$ cat config.mk
export PLATFORM = sky130hd
export DESIGN_NAME = atuadores_reator
export DESIGN_NICKNAME = d
export VERILOG_FILES = /design/src/rtl/atuadores_reator.sv
export SDC_FILE = /design/constraint.sdc
export NUM_CORES = 1
export LEC_CHECK = 0
export CAP_MARGIN = 10
export CORE_AREA = 2 2 71 73
export CTS_CLUSTER_DIAMETER = 40
export DETAILED_ROUTE_END_ITERATION = 12
export DIE_AREA = 0 0 73 75
export GPL_TIMING_DRIVEN = 0
export PLACE_DENSITY = 0.71
export SYNTH_ARGS = -nofsm -noshare
export SYNTH_HDL_FRONTEND = slang
export SYNTH_SLANG_ARGS = --single-unit
$ cat constraint.sdc
create_clock -name CLOCK -period 4.6 [get_ports CLOCK]
set_input_delay 0.92 -clock CLOCK [delete_from_list [all_inputs] [get_ports CLOCK]]
set_output_delay 0.92 -clock CLOCK [all_outputs]
set_load 0.01 [all_outputs]
$ cat src/rtl/atuadores_reator.sv
// Actuator stage for the reactor supervisor: door motor sequencer, latched pulsing siren, ventilation drive.
// Build option VENT_HOLD_EN: ventilation is held on for T_VENT cycles after its command drops.
module atuadores_reator #(
    parameter int unsigned T_CURSO  = 1000,
    parameter int unsigned T_SIRENE = 50,
    parameter int unsigned T_VENT   = 200
) (
    input  logic CLOCK,
    input  logic reset,
    input  logic portasDeConcreto,
    input  logic sistemaDeVentilacao,
    input  logic alarmeSonoroReator,
    input  logic fimCursoFechada,
    input  logic fimCursoAberta,
    input  logic reconhece,
    output logic motorFechar,
    output logic motorAbrir,
    output logic portaFechada,
    output logic falhaPorta,
    output logic sirene,
    output logic ventilador
);

    // state    | meaning
    // ABERTA   | door open, motors off
    // FECHANDO | driving toward closed, travel timer running
    // FECHADA  | door confirmed closed
    // ABRINDO  | driving toward open, travel timer running
    // FALHA    | timeout or contradictory switches, motors off until ack
    typedef enum logic [2:0] {
        ABERTA   = 3'd0,
        FECHANDO = 3'd1,
        FECHADA  = 3'd2,
        ABRINDO  = 3'd3,
        FALHA    = 3'd4
    } estadoPorta_t;

    if (T_CURSO < 2 || T_CURSO > 65535 || T_SIRENE < 1 || T_SIRENE > 65535 ||
        T_VENT < 1 || T_VENT > 65535) begin : gParamInvalido
        $error("atuadores_reator: parameter out of range");
    end

    localparam logic [15:0] CURSO_LIMITE  = 16'(T_CURSO - 1);
    localparam logic [15:0] SIRENE_CARGA  = 16'(T_SIRENE - 1);

    estadoPorta_t estado;
    estadoPorta_t estadoProx;

    logic [1:0]  fechadaSync;
    logic [1:0]  abertaSync;
    logic [1:0]  reconheceSync;
    logic        reconhecePrev;
    logic        fechadaS;
    logic        abertaS;
    logic        ack;

    logic [15:0] contCurso;
    logic        emMovimento;
    logic        tempoEsgotado;

    logic        travaAlarme;
    logic        travaProx;
    logic        sireneAtiva;
    logic        sireneAtivaProx;
    logic [15:0] contSirene;

    always_ff @(posedge CLOCK or negedge reset) begin
        if (!reset) begin
            fechadaSync   <= '0;
            abertaSync    <= '0;
            reconheceSync <= '0;
            reconhecePrev <= 1'b0;
        end else begin
            fechadaSync   <= {fechadaSync[0], fimCursoFechada};
            abertaSync    <= {abertaSync[0], fimCursoAberta};
            reconheceSync <= {reconheceSync[0], reconhece};
            reconhecePrev <= reconheceSync[1];
        end
    end

    assign fechadaS = fechadaSync[1];
    assign abertaS  = abertaSync[1];
    assign ack      = reconheceSync[1] & ~reconhecePrev;

    assign emMovimento   = (estado == FECHANDO) || (estado == ABRINDO);
    assign tempoEsgotado = (contCurso == CURSO_LIMITE);

    // Both limit switches at once means a wiring/sensor fault; it overrides every state.
    always_comb begin
        estadoProx = estado;
        if (fechadaS && abertaS) begin
            estadoProx = FALHA;
        end else begin
            case (estado)
                ABERTA: begin
                    if (portasDeConcreto) estadoProx = FECHANDO;
                end
                FECHANDO: begin
                    if (fechadaS)           estadoProx = FECHADA;
                    else if (tempoEsgotado) estadoProx = FALHA;
                end
                FECHADA: begin
                    if (!portasDeConcreto && !alarmeSonoroReator) estadoProx = ABRINDO;
                end
                ABRINDO: begin
                    if (portasDeConcreto)   estadoProx = FECHANDO;
                    else if (abertaS)       estadoProx = ABERTA;
                    else if (tempoEsgotado) estadoProx = FALHA;
                end
                FALHA: begin
                    if (ack) estadoProx = portasDeConcreto ? FECHANDO : ABRINDO;
                end
                default: estadoProx = ABERTA;
            endcase
        end
    end

    always_ff @(posedge CLOCK or negedge reset) begin
        if (!reset) begin
            estado    <= ABERTA;
            contCurso <= '0;
        end else begin
            estado <= estadoProx;
            if ((estadoProx != estado) || !emMovimento) contCurso <= '0;
            else                                        contCurso <= contCurso + 16'd1;
        end
    end

    // Outputs are registered from the next state so they stay glitch-free at the pads.
    always_ff @(posedge CLOCK or negedge reset) begin
        if (!reset) begin
            motorFechar  <= 1'b0;
            motorAbrir   <= 1'b0;
            portaFechada <= 1'b0;
            falhaPorta   <= 1'b0;
        end else begin
            motorFechar  <= (estadoProx == FECHANDO);
            motorAbrir   <= (estadoProx == ABRINDO);
            portaFechada <= (estadoProx == FECHADA);
            falhaPorta   <= (estadoProx == FALHA);
        end
    end

    assign travaProx       = alarmeSonoroReator ? 1'b1 : (ack ? 1'b0 : travaAlarme);
    assign sireneAtivaProx = travaProx || (estadoProx == FALHA);

    // Half-period divider reloads on every toggle; a fresh activation always starts high.
    always_ff @(posedge CLOCK or negedge reset) begin
        if (!reset) begin
            travaAlarme <= 1'b0;
            sireneAtiva <= 1'b0;
            contSirene  <= '0;
            sirene      <= 1'b0;
        end else begin
            travaAlarme <= travaProx;
            sireneAtiva <= sireneAtivaProx;
            if (!sireneAtivaProx) begin
                contSirene <= '0;
                sirene     <= 1'b0;
            end else if (!sireneAtiva) begin
                contSirene <= SIRENE_CARGA;
                sirene     <= 1'b1;
            end else if (contSirene == 16'd0) begin
                contSirene <= SIRENE_CARGA;
                sirene     <= ~sirene;
            end else begin
                contSirene <= contSirene - 16'd1;
            end
        end
    end

`ifdef VENT_HOLD_EN
    localparam logic [15:0] VENT_CARGA = 16'(T_VENT);

    logic [15:0] contVent;

    always_ff @(posedge CLOCK or negedge reset) begin
        if (!reset) begin
            contVent   <= '0;
            ventilador <= 1'b0;
        end else if (sistemaDeVentilacao) begin
            contVent   <= VENT_CARGA;
            ventilador <= 1'b1;
        end else if (contVent != 16'd0) begin
            contVent   <= contVent - 16'd1;
            ventilador <= 1'b1;
        end else begin
            ventilador <= 1'b0;
        end
    end
`else
    always_ff @(posedge CLOCK or negedge reset) begin
        if (!reset) ventilador <= 1'b0;
        else        ventilador <= sistemaDeVentilacao;
    end
`endif

endmodule
Word-level counts from Yosys, hierarchy flattened
Cells that the tools add are included.

Reductions and logical operators: 10. Magnitude comparators: 0. Mux-type cells: 19. Divide/modulo/power cells: 0. Equal/unequal tests: 11. Shift-type cells: 0. Add/sub/neg operators: 2. Bitwise operators: 3. $mul: 0.

Operator list (number): $mux 16 (4); $mux 3 (8); $add 16x1->16 const B (1); $eq 16x10->1 const B (1); $logic_not 16->1 (1); $sub 16x1->16 const B (1); $pmux 3 s5 (1); $eq 3x2->1 const B (4); $eq 3x1->1 const B (2); $eq 3x3->1 const B (2); $mux 1 (5); $logic_not 1->1 (3); $logic_not 3->1 (1); $logic_or 1x1->1 (3); $ne 3x2->1 const B (1); $ne 3x3->1 (1); $logic_and 1x1->1 (2); $mux 2 (1); $not 1->1 (2); $and 1x1->1 (1).

Memories: 0. Input port bits: 8. Bits in writable memories: 0. Bits in registers: 50. Bits in read-only memories: 0. Latch bits: 0.

Logic depth before layout (Yosys ltp)
Gate-level depths: netlist of the first run.

Depth after elaboration: 9. Gate-level depth with buffers: 8.

Least setup slack after synthesis of the first run
No wires, ideal clock.

Path kind: input port to flip-flop. Start: input alarmeSonoroReator. End: register contCurso[3]. Arrival: 1.905 ns. Data required time: 4.514 ns. Path slack: 2.609 ns. Stages on the path: 5. Path through: or3_1 a221oi_2 a211oi_2 buf_6 nor3_1.

Cells in the longest elaborated chain, start to end: 8.

Ends and longest elaborated chain: from (decl) (line 12) `input logic alarmeSonoroReator,`; $logic_not 1->1 (line 103) `if (!portasDeConcreto && !alarmeSonoroReator) estadoProx = ABRINDO;`; $logic_and 1x1->1 (line 103); $mux 3 (line 103); $pmux 3 s5 (line 94) `case (estado)`; $mux 3 (line 91) `if (fechadaS && abertaS) begin`; $ne 3x3->1 (line 124) `if ((estadoProx != estado) || !emMovimento) contCurso <= '0;`; $logic_or 1x1->1 (line 124); $mux 16 (line 124); to (signal assigned) (line 125) `else contCurso <= contCurso + 16'd1;`; to (decl) (line 57) `logic [15:0] contCurso;`.

Every way passes these cells. A chain may end at the register's enable or synchronous reset.

Final worst setup path of the first run
Start: input portasDeConcreto. End: register contSirene[4].

Cells in the longest elaborated chain, start to end: 8. Elaborated cells between the ends (all ways): 12. Classes of those cells: eq/ne: 1; mux: 8; reduce/logical: 3.

Ends and longest elaborated chain: from (decl) (line 10) `input logic portasDeConcreto,`; $logic_not 1->1 (line 103); $logic_and 1x1->1 (line 103); $mux 3 (line 103); $pmux 3 s5 (*) (line 94); $mux 3 (*) (line 91); $eq 3x3->1 (*) (line 145) `assign sireneAtivaProx = travaProx || (estadoProx == FALHA);`; $logic_or 1x1->1 (*) (line 145); $mux 16 (*) (line 157) `if (!sireneAtivaProx) begin`; to (signal assigned) (line 167) `contSirene <= contSirene - 16'd1;`; to (decl) (line 65) `logic [15:0] contSirene;`.

Every way passes the cells marked *; elsewhere a longest branch is shown, timed or not.

==> impl_metrics.ini, run 1 <==
[floorplan]
pin_count = 14
start_util_pct = 52.35
core_area_um2 = 4661
row_count = 25
die_w_um = 73
die_y_um = 75
dieArea_um2 = 5475

[route]
maxUsedRoutingLayer = met4
dr_wl_met3_um = 119
drc = 0
wire_per_inst_um = 14.76
postRouteAntennaNets = 0
routed-wl-met2_um = 2158
wirelength_um = 4399
drtIter0Drc = 127
vias = 1718
wl_met1_um = 2059
drtPass1Iterations = 4
vias_per_cell = 5.765

[pwr]
pwr-share-seq_pct = 41.1
p_switching_uw = 504.3
p_per_area_nw_per_um2 = 532.1
p_leak_nw = 1.166
switching_share_pct = 33.91
p_int_uw = 982.9
clkPwrFrac_pct = 25.1
peakVddDrop_uv = 320.3
pwr-share-comb_pct = 33.8

[clock_tree]
clk_pin_slew_ns = 0.08
cts-buffers-inserted = 5
clk-insertion-delay-late_ns = 0.30
cts_num_sinks = 50
clk_path_buf_depth = 2
postCtsHoldBufs = 0
cts_resized = 0
cts_max_level = 2
cts_setup_buffers = 0
cts_root_buf = clkbuf_8
cts_tree = built

[synthesis]
yosys_warnings = 0
ys_ff_latch = 50
ys_top_cells_by_area = dfrtp_1 (51%), xor2_1 (6.5%), nor3_1 (4.1%), nor2_1 (2.2%), nand4_1 (2.1%)
ys_dominant_reg_cell = dfrtp_1
syn-num-nets = 233
synth_top_area_share_pct = 51.28
synth_top_cell_by_area = dfrtp_1
synth_edf_count = 0
async_flop_share_pct = 100.0
yosys.cell_types.count = 51
syn_inst = 222
syn-cell-area_um2 = 2440
synth.avg_cell_area_um2 = 10.99
yosysSeqAreaShare_pct = 51.28

[hold_path]
hp-class = reg -> reg
hold_path_depth = 0

[critical_path]
end_kind = flip-flop
startpoint_type = input pin
required_ns = 4.78
critical_path_arrival_ns = 2.62
cp_max_fo = 10
reg2reg_depth = 8
worstSetupPathType = in -> reg

[grt]
grt_pass1_vias = 1678
grt_max_degree = 38
antenna_found_initial = 0
track_usage_pct = 18.21
grt_pass1_wl_um = 7672
overflow = 0

[finish]
fin_nets = 254
area_delta_synth_final_pct = 14.56
layout-drive-gt1-share_pct = 14.34
final_area_um2 = 2795
diodes = 0

[run]
cap_violations = 0

[timing]
drv_slew = 0
fin_setup_tns_ns = 0
max_freq_mhz = 408.7
fin_crit_ns = 2.447
grt_setup_unrepaired = false
worst_slew_pin_slew_ns = 0.6304
finalSetupViolations = 0
skew_ns = 0.009254
relSlewSlack_pct = 57.98
fin_crit_sh_pct = 53.19
hold_violations = 0
setup_ws_ns = 2.153

[placement]
place_congestion = 0.8046
port_buffers = 13
hpwl_um = 3088
post_dp_cell_area_um2 = 2653
dp_slack_ns = 1.841

[status]
status = finished clean
==> cell type report <==
class	instances	area, µm²
clock buffer	6	82.58
buffer	11	78.83
fill	393	1866
inverter	5	18.77
multi-input combinational	156	1091
timing repair buffer	14	145.1
clock inverter	2	60.06
tap	54	67.56
sequential	50	1251
==> flip-flops by register name, indices dropped and copies added, names as in the netlist <==
| register | count |
|---|---|
| contCurso | 16 |
| contSirene | 16 |
| estado | 3 |
| abertaSync | 2 |
| fechadaSync | 2 |
| reconheceSync | 2 |
| falhaPorta | 1 |
| motorAbrir | 1 |
| motorFechar | 1 |
| portaFechada | 1 |
| reconhecePrev | 1 |
| sirene | 1 |
| sireneAtiva | 1 |
| travaAlarme | 1 |
| ventilador | 1 |
==> critical path: stages <==
cell and delay (ns):
clkdlybuf4s50_1 0.57, nor3b_1 0.09, o21a_1 0.23, a211oi_4 0.52, buf_6 0.22, a31oi_1 0.06
==> cell usage after synthesis (4+ instances only) <==
master,n
xor2_1,18
nor3_1,20
a21oi_1,4
inv_1,4
o21ai_0,5
nand4_1,8
nand3_1,9
xnor2_1,4
or3_1,6
nor2_1,14
buf_2,6
a211oi_1,4
dfrtp_1,50
buf_6,4
nand2_1,9
==> layout by cell type, fill, tap and decap left out, types with 4 or more instances in the layout <==
master / n
xor2_1: 18
nand4_1: 8
inv_1: 4
nand3_1: 9
a211oi_1: 4
a21oi_1: 4
nor3_1: 20
dfrtp_1: 50
xnor2_1: 4
o21ai_0: 5
nor2_1: 14
clkdlybuf4s50_1: 12
buf_2: 7
buf_6: 4
clkbuf_8: 6
nand2_1: 9
or3_1: 6
==> worst paths after layout <==
| path | start | end | slack, ns |
|---|---|---|---|
| hold / removal | fechadaSync[0] | fechadaSync[1] | 0.36 |
| max in group asynchronous | reset | contSirene[5] | 3.60 |
| setup reg to reg | contCurso[0] | contSirene[4] | 2.43 |
| min in group asynchronous | reset | contCurso[14] | 0.50 |
| hold reg to reg | fechadaSync[0] | fechadaSync[1] | 0.36 |
| setup / recovery | portasDeConcreto | contSirene[4] | 2.15 |
==> cells by family after synthesis <==
kind of cell             share of synthesized area (%)
AO/OA/AOI/OAI                                    10.82
XOR/XNOR                                         7.897
adder cells (fa/ha/maj)                          1.539
buffers and inverters                            3.999
flip-flops                                       51.28
AND/OR/NAND/NOR                                  24.46
==> per-layer routing <==
metal,global-route usage (%),up-vias
li1,-,842
met1,23.00,851
met2,30.33,18
met3,5.087,7
met4,6.173,0
met5,0,-
==> per-stage QoR <==
| step | instances | util, % | power [mW] | hold WS, ns |
|---|---|---|---|---|
| after global placement | 289 | 56.59 | 1.111 | 0.3345 |
| after global routing | 298 | 59.97 | 1.595 | 0.3668 |
| after CTS | 298 | 59.97 | 1.499 | 0.3584 |
| after detailed placement | 290 | 56.91 | 1.124 | 0.3379 |
| final | 298 | 59.97 | 1.487 | 0.3570 |
| after floorplan | 222 | - | 0.9834 | 0.3312 |
==> power groups by stage <==
stage	registers (mW)	logic (mW)	clock network, mW
after floorplan	0.612	0.372	0
after global placement	0.616	0.494	0
after detailed placement	0.619	0.505	0
after CTS	0.610	0.508	0.380
after global routing	0.623	0.572	0.400
final	0.611	0.503	0.374
Note: power is estimated with default switching activity, not from simulation.
==> inputs of run 2 (changes only) <==
Settings changed: PLACE_DENSITY 0.71 to 0.74.
Clock period 4.6 ns to 2.25 ns, I/O delays scaled along.
==> run 2 against run 1 <==
  * Clock power increased by 45%
  * Register-to-register slack worse by 2.2 ns
  * Critical path type is now reg -> reg
  * Highest routed layer unchanged
  * Sequential share of layout area up 0.40 points
  * Die area did not move
  * Clock skew up 0.0027 ns
  * Non-clock buffer count rose by 3
  * Combinational power increased by 110%
==> impl_metrics.ini, run 2 (synthesis results as in run 1) <==
[status]
status = finished clean

[timing]
fin_setup_tns_ns = 0
finalSetupViolations = 0
worst_slew_pin_slew_ns = 0.5666
grt_setup_unrepaired = false
fin_crit_ns = 2.022
hold_violations = 0
max_freq_mhz = 494.5
relSlewSlack_pct = 62.22
skew_ns = 0.01192
drv_slew = 0
fin_crit_sh_pct = 89.87

[finish]
fin_nets = 257
final_common_cell = dfrtp_1
reg_top3 = contCurso: 16 flops, contSirene: 16 flops, estado: 3 flops
layout-drive-gt1-share_pct = 15.38
area_delta_synth_final_pct = 13.54
mostFrequentLayoutCells = dfrtp_1 (50), nor3_1 (20), xor2_1 (18)
final_area_um2 = 2770
diodes = 0

[grt]
antenna_found_initial = 0
busiest_layer = met2
overflow = 0
grt_pass1_vias = 1666
grt_max_degree = 39
track_usage_pct = 17.53
grt_use_met1_pct = 21.72
grt_pass1_wl_um = 7389
met2_usage_pct = 29.73
grt_use_met3_pct = 3.614

[route]
wire_per_inst_um = 14.48
postRouteAntennaNets = 0
vias_per_cell = 5.757
drtIter0Drc = 124
vias = 1733
wirelength_um = 4357
drc = 0
drtPass1Iterations = 4

[floorplan]
core_area_um2 = 4661
start_util_pct = 52.35
dieArea_um2 = 5475
pin_count = 14
row_count = 25
die_y_um = 75
die_w_um = 73

[critical_path]
required_ns = 2.43
cp_max_fo = 10
worstSetupPathType = reg -> reg
startpoint_type = flip-flop
end_kind = flip-flop
r2r_slack_ns = 0.23
critical_path_arrival_ns = 2.20

[clock_tree]
clk-insertion-delay-late_ns = 0.31
cts_root_buf = clkbuf_8
clk_pin_slew_ns = 0.09
clk_path_buf_depth = 2
cts_max_level = 2
cts_tree = built
cts-buffers-inserted = 5
cts_num_sinks = 50

[run]
cap_violations = 0

[pwr]
p_leak_nw = 1.158
p_per_area_nw_per_um2 = 1022
peakVddDrop_uv = 716.3

[hold_path]
hp-class = in -> async

[placement]
post_dp_cell_area_um2 = 2653
port_buffers = 13
hpwl_um = 3104
place_congestion = 0.8045
## run 2: cell types whose count changed in the layout (fill, tap and decap cells not counted), sizes merged
cell      change
bufinv        -2
clkinv        +1
clkinvlp      +1
buf           +3
## run 2: final timing paths
kind                                      from  depth (start not counted)              to
worst max-delay path              contCurso[0]                          8  contSirene[11]
worst min-delay path                     reset                          1    contCurso[0]
worst max register to register    contCurso[0]                          8  contSirene[11]
worst min register to register  fechadaSync[0]                          0  fechadaSync[1]
max in group asynchronous                reset                          2   contSirene[8]
min in group CLOCK              fechadaSync[0]                          0  fechadaSync[1]
## run 2: timing repair
item                       in CTS  in global routing
hold buffers                    0                  0
buffers inserted                0                  3
resized for setup               0                  0
setup endpoints to repair       0                  8
## run 2: cell type report
class / count / area [µm²]
Multi-Input combinational cell: 156 / 1091
Timing Repair Buffer: 17 / 167.7
Inverter: 5 / 18.77
Clock buffer: 6 / 82.58
Buffer: 11 / 78.83
Fill cell: 385 / 1891
Sequential cell: 50 / 1251
Tap cell: 54 / 67.56
Clock inverter: 2 / 12.51
## run 2: critical path: stages (launching register included)
cell and delay [ns]:
dfrtp_1 0.41, ha_1 0.21, buf_2 0.16, and3b_1 0.20, and4_4 0.19, buf_6 0.13, a211oi_4 0.34, buf_6 0.20
nor3_1 0.06
## run 2: per-stage QoR
step	hold WS, ns	setup WS, ns	cells	utilization (%)	power, mW
2_1_floorplan	0.1544	0.3575	222	-	2.010
3_5_place_dp	0.3372	-0.04802	290	56.91	2.305
5_1_grt	0.02653	0.07785	301	59.44	3.028
3_3_place_gp	0.3332	-0.6398	289	56.59	2.261
6_report	0.01600	0.2280	301	59.44	2.830
4_1_cts	0.01760	0.06386	298	58.95	2.855
## run 2: routing by layer
| layer | share of wire, % | vias up |
|---|---|---|
| met5 | 0 | - |
| met4 | 1.7 | 0 |
| met3 | 2.4 | 7 |
| met2 | 51 | 23 |
| met1 | 45 | 850 |
| li1 | - | 853 |
## run 2: power by group
group	internal (mW)	switching [mW]
registers	1.08	0.172
clock network	0.247	0.294
logic	0.463	0.573
total	1.79	1.04
==> inputs of run 3 (changes only) <==
--- a/constraint.sdc
+++ b/constraint.sdc
@@ -3,2 +3,2 @@
 set_output_delay 0.45 -clock CLOCK [all_outputs]
-set_load 0.01 [all_outputs]
+set_load 0.02 [all_outputs]
==> results of run 3 <==
Same layout as run 2 (identical final DEF). Status: finished clean.
Main changes from that run: total power 2.830 mW -> 2.856 mW
